### src/rtl/clint_timer.sv
// Machine timer / software-interrupt unit: 64-bit mtime with prescaler, mtimecmp, msip,
// single-entry response buffer and gated interrupt request with mcause.
module clint_timer #(
   parameter int unsigned XLEN     = 32,
   parameter int unsigned PRESCALE = 1
) (
   input  logic            clock,
   input  logic            reset_n,
   input  logic            req_valid,
   output logic            req_ready,
   input  logic            req_write,
   input  logic [15:0]     req_addr,
   input  logic [31:0]     req_wdata,
   output logic            resp_valid,
   input  logic            resp_ready,
   output logic [31:0]     resp_rdata,
   output logic            resp_error,
   input  logic            mstatus_mie,
   input  logic            mie_msie,
   input  logic            mie_mtie,
   output logic            msip,
   output logic            mtip,
   output logic            irq,
   output logic [XLEN-1:0] irq_cause
);

   localparam int unsigned PW = (PRESCALE > 1) ? $clog2(PRESCALE) : 1;
   localparam logic [PW-1:0] PS_LAST = PW'(PRESCALE - 1);

   typedef enum logic [2:0] {
      REG_MSIP,
      REG_CMP_LO,
      REG_CMP_HI,
      REG_TIME_LO,
      REG_TIME_HI,
      REG_NONE
   } reg_sel_e;

   logic [63:0]   mtime_q, mtime_nxt;
   logic [63:0]   mtimecmp_q;
   logic          msip_q;
   logic          mtip_q;
   logic [PW-1:0] presc_q;
   logic          resp_valid_q;
   logic [31:0]   resp_rdata_q;
   logic          resp_error_q;
   reg_sel_e      sel;
   logic [31:0]   rd_data;
   logic          accept;
   logic          wr;
   logic          wrap;

   assign req_ready  = !resp_valid_q || resp_ready;
   assign accept     = req_valid && req_ready;
   assign wr         = accept && req_write;
   assign wrap       = (presc_q == PS_LAST);
   assign resp_valid = resp_valid_q;
   assign resp_rdata = resp_rdata_q;
   assign resp_error = resp_error_q;
   assign msip       = msip_q;
   assign mtip       = mtip_q;

   // Low two address bits are don't-care in every pattern.
   always_comb begin
      sel = REG_NONE;
      casez (req_addr)
         16'b0000_0000_0000_00??: sel = REG_MSIP;
         16'b0100_0000_0000_00??: sel = REG_CMP_LO;
         16'b0100_0000_0000_01??: sel = REG_CMP_HI;
         16'b1011_1111_1111_10??: sel = REG_TIME_LO;
         16'b1011_1111_1111_11??: sel = REG_TIME_HI;
         default:                 sel = REG_NONE;
      endcase
   end

   always_comb begin
      rd_data = '0;
      case (sel)
         REG_MSIP:    rd_data = {31'b0, msip_q};
         REG_CMP_LO:  rd_data = mtimecmp_q[31:0];
         REG_CMP_HI:  rd_data = mtimecmp_q[63:32];
         REG_TIME_LO: rd_data = mtime_q[31:0];
         REG_TIME_HI: rd_data = mtime_q[63:32];
         default:     rd_data = '0;
      endcase
   end

   // A write to either mtime half suppresses the whole 64-bit increment.
   always_comb begin
      mtime_nxt = mtime_q;
      if (wr && sel == REG_TIME_LO)
         mtime_nxt = {mtime_q[63:32], req_wdata};
      else if (wr && sel == REG_TIME_HI)
         mtime_nxt = {req_wdata, mtime_q[31:0]};
      else if (wrap)
         mtime_nxt = mtime_q + 64'd1;
   end

   always_ff @(posedge clock or negedge reset_n) begin
      if (!reset_n) begin
         mtime_q      <= '0;
         mtimecmp_q   <= '1;
         msip_q       <= 1'b0;
         mtip_q       <= 1'b0;
         presc_q      <= '0;
         resp_valid_q <= 1'b0;
         resp_rdata_q <= '0;
         resp_error_q <= 1'b0;
      end else begin
         mtime_q <= mtime_nxt;
         presc_q <= wrap ? '0 : presc_q + PW'(1);
         mtip_q  <= (mtime_q >= mtimecmp_q);
         if (wr && sel == REG_MSIP)   msip_q            <= req_wdata[0];
         if (wr && sel == REG_CMP_LO) mtimecmp_q[31:0]  <= req_wdata;
         if (wr && sel == REG_CMP_HI) mtimecmp_q[63:32] <= req_wdata;
         if (accept) begin
            resp_valid_q <= 1'b1;
            resp_rdata_q <= req_write ? '0 : rd_data;
            resp_error_q <= (sel == REG_NONE);
         end else if (resp_ready) begin
            resp_valid_q <= 1'b0;
         end
      end
   end

   always_comb begin
      irq       = 1'b0;
      irq_cause = '0;
      if (mstatus_mie && msip_q && mie_msie) begin
         irq                  = 1'b1;
         irq_cause[XLEN-1]    = 1'b1;
         irq_cause[3:0]       = 4'd3;
      end else if (mstatus_mie && mtip_q && mie_mtie) begin
         irq                  = 1'b1;
         irq_cause[XLEN-1]    = 1'b1;
         irq_cause[3:0]       = 4'd7;
      end
   end

endmodule

### config.mk
export PLATFORM = sky130hd
export DESIGN_NAME = clint_timer
export DESIGN_NICKNAME = d
export VERILOG_FILES = /design/src/rtl/clint_timer.sv
export SDC_FILE = /design/constraint.sdc
export NUM_CORES = 1
export LEC_CHECK = 0
export ABC_CLOCK_PERIOD_IN_PS = 5900
export CORE_ASPECT_RATIO = 0.6
export CORE_MARGIN = 5
export CORE_UTILIZATION = 60
export CTS_CLUSTER_DIAMETER = 40
export DETAILED_ROUTE_END_ITERATION = 10
export GPL_ROUTABILITY_DRIVEN = 0
export PLACE_DENSITY_LB_ADDON = 0.3
export SETUP_SLACK_MARGIN = 0.3
export SLEW_MARGIN = 20
export SYNTH_ARGS = -nofsm -noshare
export SYNTH_HDL_FRONTEND = slang
export SYNTH_SLANG_ARGS = --single-unit
### constraint.sdc
create_clock -name clock -period 5.9 [get_ports clock]
set_clock_uncertainty 0.2 [all_clocks]
set_input_delay 0.885 -clock clock [delete_from_list [all_inputs] [get_ports clock]]
set_output_delay 0.885 -clock clock [all_outputs]
set_load 0.01 [all_outputs]
== Word level (Yosys, flattened, before mapping) ==
Cells that the tools add are included.

* Output and inout bits: 70
* Word-level logic and storage cells: 57
* Register bits: 165
* Input port bits: 56

* Multiplexer cells: 13
* Bitwise gates (word level): 1
* Reductions and logical operators: 18
* Eq/ne operators: 12
* $lt $le $gt $ge: 1
* $add $sub $neg: 2

{| class="wikitable"
|+ Operators by type and width
! operator !! number
|-
| $pmux 32 s5 || 1
|-
| $mux 64 || 2
|-
| $add 64x1->64 const B || 1
|-
| $ge 64x64->1 || 1
|-
| $mux 32 || 2
|-
| $eq 14x13->1 const B || 2
|-
| $eq 14x14->1 const B || 2
|-
| $pmux 3 s5 || 1
|-
| $logic_not 14->1 || 1
|-
| $logic_and 1x1->1 || 11
|-
| $eq 3x2->1 const B || 2
|-
| $eq 3x3->1 const B || 2
|-
| $mux 3 || 2
|-
| $mux 1 || 5
|-
| $ne 2x1->1 const B || 2
|-
| $reduce_and 2->1 || 2
|-
| $eq 3x1->1 const B || 1
|-
| $logic_not 3->1 || 1
|-
| $ne 2x2->1 const B || 1
|-
| $reduce_bool 2->1 || 1
|-
| $add 1x1->1 const B || 1
|-
| $logic_not 1->1 || 1
|-
| $logic_or 1x1->1 || 1
|-
| $not 1->1 || 1
|}

== Depth between registers and ports, before layout ==
* Depth in word-level cells: 7
* Gate-level depth with buffers: 9
* Gate-level depth less buffers: 8

== Worst setup path after synthesis ==
No wires, ideal clock.

* Kind: input to register
* Start point: in req_addr[12]
* End point: reg mtime_q[35]
* Buffers on the path: 2
* Library setup time: 129 ps
* Data required time: 5571 ps
* Path slack: 3140 ps
* Data arrival time: 2431 ps
* Cell stages on the path: 8
* Cells stage by stage: nand4_1 or4_1 buf_2 nor2_8 buf_6 nor3_1 a311oi_1 nor3_1

* Cells in the longest elaborated chain, start to end: 6
* Elaborated cells on any way between the ends: 14
* Those cells by class: eq/ne (7); mux (2); bitwise (1); reduce/logical (4)

{| class="wikitable"
|+ RTL lines
! item !! line !! text
|-
| start: declaration || 12 || <nowiki>input logic [15:0] req_addr,</nowiki>
|-
| $eq 14x14->1, or another cell as far along || 66 || <nowiki>casez (req_addr)</nowiki>
|-
| $pmux 3 s5 (*) || 66 ||
|-
| $eq 3x3->1 / $eq 3x2->1 (equally long branches) || 93, 91 ||
|-
| $logic_and 1x1->1, on equally long branches || 93, 91 ||
|-
| $ne 2x1->1 (no source line) / $not 1->1 (equally long branches) || -- ||
|-
| $reduce_and 2->1 (no source line) || -- ||
|-
| end signal: assignment || 110 || <nowiki>mtime_q <= mtime_nxt;</nowiki>
|-
| end: declaration || 39 || <nowiki>logic [63:0] mtime_q, mtime_nxt;</nowiki>
|}

Mark *: on every way between the ends. The rest lies on a longest branch, timed or not. The select of a mux whose other input is x is not followed.
A chain may end at the register's enable or synchronous reset.

== Worst setup path in the final report ==
* Start point: in req_addr[14]
* End point: reg mtime_q[56]

The elaborated chain is that of the path after synthesis.

==> impl_metrics.toml <==
[worst_setup_path]
worstSetupPathType = "in2reg"
worst_r2r_endpoint = "mtime_q[38]$_DFFE_PN0N_"
r2r_start = "mtime_q[0]$_DFFE_PN0P_"
crit_path_end = "mtime_q[56]$_DFFE_PN0N_"
end_kind = "flop"
worstPathArrival_ns = 4.06
r2r_slack_ns = 2.51
startpoint = "req_addr[14]"
crit_fanout = 27
worstSetupStartpointType = "input pin"
worstPathRequired_ns = 6.04
rr_worst_depth = 7

[clock_tree]
cts.clk_slew.worst_paths_ns = 0.08
h-tree-depth = 4
root_buffer = "clkbuf_16"
ctsHoldBuffers = 0
cts_setup_buffers = 0
clockBufferDepth = 2
numCtsBuffers = 17
cts_tree = "yes"
clock_sinks = 164
cts_resized = 0
clock_latency_ns = 0.45

[floorplanning]
dieWidth_um = 182
core_sq_um = 17200
initial_core_util = 0.615
ios = 126
row_count = 37
die-area_sq_um = 20500
fp.dieH_um = 113

[cells_and_area]
fill_cells = 1325
n_antenna_cell = 0
layout_common_cells = "nand2_1, nor2_1, dfrtp_1, clkdlybuf4s50_1"
fin_cells = 1463
fin_nets = 1337
utilization = 0.700
drive_gt1_frac = 0.148
synthToLayoutAreaGrowth_pct = 13.9
postLayoutCellArea_sq_um = 12100
mostFrequentLayoutCell = "nand2_1"

[drt]
wl_per_cell_um = 21.4
viasPerCell = 6.49
antenna_left = 0
firstDrtPassIters = 6
drt_iter0_drc = 1194
num_vias = 9490
wirelength_mm = 31.3
post-route-drc-count = 0

[grt]
antenna_found_initial = 0
grt_pass1_vias = 9135
grt_max_degree = 66
grt_usage = 0.304
grt_pass1_wl_mm = 49.6
grt-ovfl-total = 0

[synthesis]
ys_ff_latch = 164
synth_edf_count = 0
ys_types = 75
netlist_area_sq_um = 10600
synth-warning-count = 0
yosys_most_used_dff = "dfrtp_1"
ys_seq_area_frac = 0.395
syn_avg_cell_area_sq_um = 9.22
async_flop_share = 1.00
synthCells = 1149

[timing]
fmax_mhz = 255
setup_viol = 0
period_share = 0.664
final.setup.tns_ns = 0
layout_min_cycle_time_ns = 3.92
max_slew_margin = 0.357
worst-slew-pin-transition_ns = 0.957
hold_viol_final = 0
final_max_slew_viol_count = 0
rsz0062_at_grt = "no"

[flow_run]
drv_cap = 0

[placed_design]
port_buffers = 95
place_area_sq_um = 11500
dp_cells = 1430
hpwl_mm = 21.7

[power_and_ir_drop]
vdd_drop_max_uv = 213
p_leak_nw = 5.05
powerDensity_nw_per_um2 = 231
p_total_mw = 2.79

[outcome]
outcome = "complete, no violations"

[hold_path]
hp-class = "in2async"
-- report_power, final --
part,switching [mW],leakage [nW],internal [mW]
Sequential,0.0933,1.86,1.18
Combinational,0.250,2.93,0.170
Clock,0.511,0.257,0.587
Total,0.854,5.05,1.93
-- cells in the mapped netlist (9+ instances only) --
library cell	count	share of area
inv_1	76	0.027
nor4_1	16	0.0095
nor3_1	26	0.012
dfrtp_1	100	0.24
o21ai_0	76	0.036
ha_1	65	0.077
a21oi_1	60	0.028
nor2_1	102	0.036
mux2_4	30	0.043
buf_4	35	0.025
dfstp_2	64	0.16
o21ai_1	35	0.017
a211oi_1	21	0.015
o22ai_1	9	0.0053
nand2_1	115	0.041
nand3_1	36	0.017
o32ai_1	9	0.0074
nand4_1	26	0.015
clkbuf_1	31	0.011
buf_2	10	0.0047
a221oi_1	24	0.020
mux2i_1	33	0.031
buf_6	10	0.011
and3_1	17	0.010
-- per-layer routing --
metal / global-route usage / share of wire / wire, um
met2: 0.430 / 0.42 / 13000
met1: 0.461 / 0.44 / 13800
met3: 0.0842 / 0.13 / 4070
met5: 0 / 0 / 0
met4: 0.0730 / 0.014 / 436
-- final cells by class --
| class | instances | area, sq um | area share |
|---|---|---|---|
| flip-flops and latches | 164 | 4180 | 0.347 |
| well taps | 234 | 293 | 0.0243 |
| clock buffers | 19 | 433 | 0.0359 |
| clock inverters | 13 | 125 | 0.0104 |
| repair buffers | 110 | 1060 | 0.0882 |
| multi-input cells | 847 | 5680 | 0.471 |
| inverters | 76 | 285 | 0.0237 |
-- state kept, by name, summed over array words and instances, names as in the netlist --
register    flops
resp_error      1
mtimecmp_q     64
resp_rdata     32
msip            1
mtime_q        64
mtip            1
resp_valid      1
-- worst min path at each step --
stage	from	to	slack (ns)
floorplan	mtimecmp_q[34]$_DFFE_PN1P_	mtimecmp_q[34]$_DFFE_PN1P_	0.29
global route	reset_n	mtime_q[22]$_DFFE_PN0P_	0.28
CTS	reset_n	mtime_q[22]$_DFFE_PN0P_	0.25
global placement	resp_rdata[15]$_DFFE_PN0P_	resp_rdata[15]$_DFFE_PN0P_	0.27
finish	reset_n	mtime_q[22]$_DFFE_PN0P_	0.22
detailed placement	resp_rdata[28]$_DFFE_PN0P_	resp_rdata[28]$_DFFE_PN0P_	0.27
-- metrics by stage --
step	setup slack, ns	hold slack (ns)
5_1_grt	1.98	0.275
6_report	1.98	0.219
2_1_floorplan	3.14	0.287
4_1_cts	2.13	0.248
3_3_place_gp	1.74	0.268
3_5_place_dp	1.68	0.274
-- worst max-delay path, stage by stage --
cell,delay [ns]
clkdlybuf4s50_1,0.52
nand2b_4,0.20
nor4_4,0.72
nand3_1,0.85
buf_4,0.53
nor2_1,0.15
a21oi_1,0.06
o31a_1,0.12
-- logic make-up (layout without fill, tap and decap cells) --
| family | count (synthesis) | after routing | synth area share |
|---|---|---|---|
| simple gates | 382 | 382 | 0.181 |
| mux | 69 | 69 | 0.0801 |
| buf+inv | 165 | 218 | 0.0792 |
| other cells | 1 | 28 | 0.000354 |
| flops | 164 | 164 | 0.395 |
| compound gates | 303 | 303 | 0.187 |
| fa+ha+maj | 65 | 65 | 0.0768 |
Note: power is estimated with default switching activity, not from simulation.
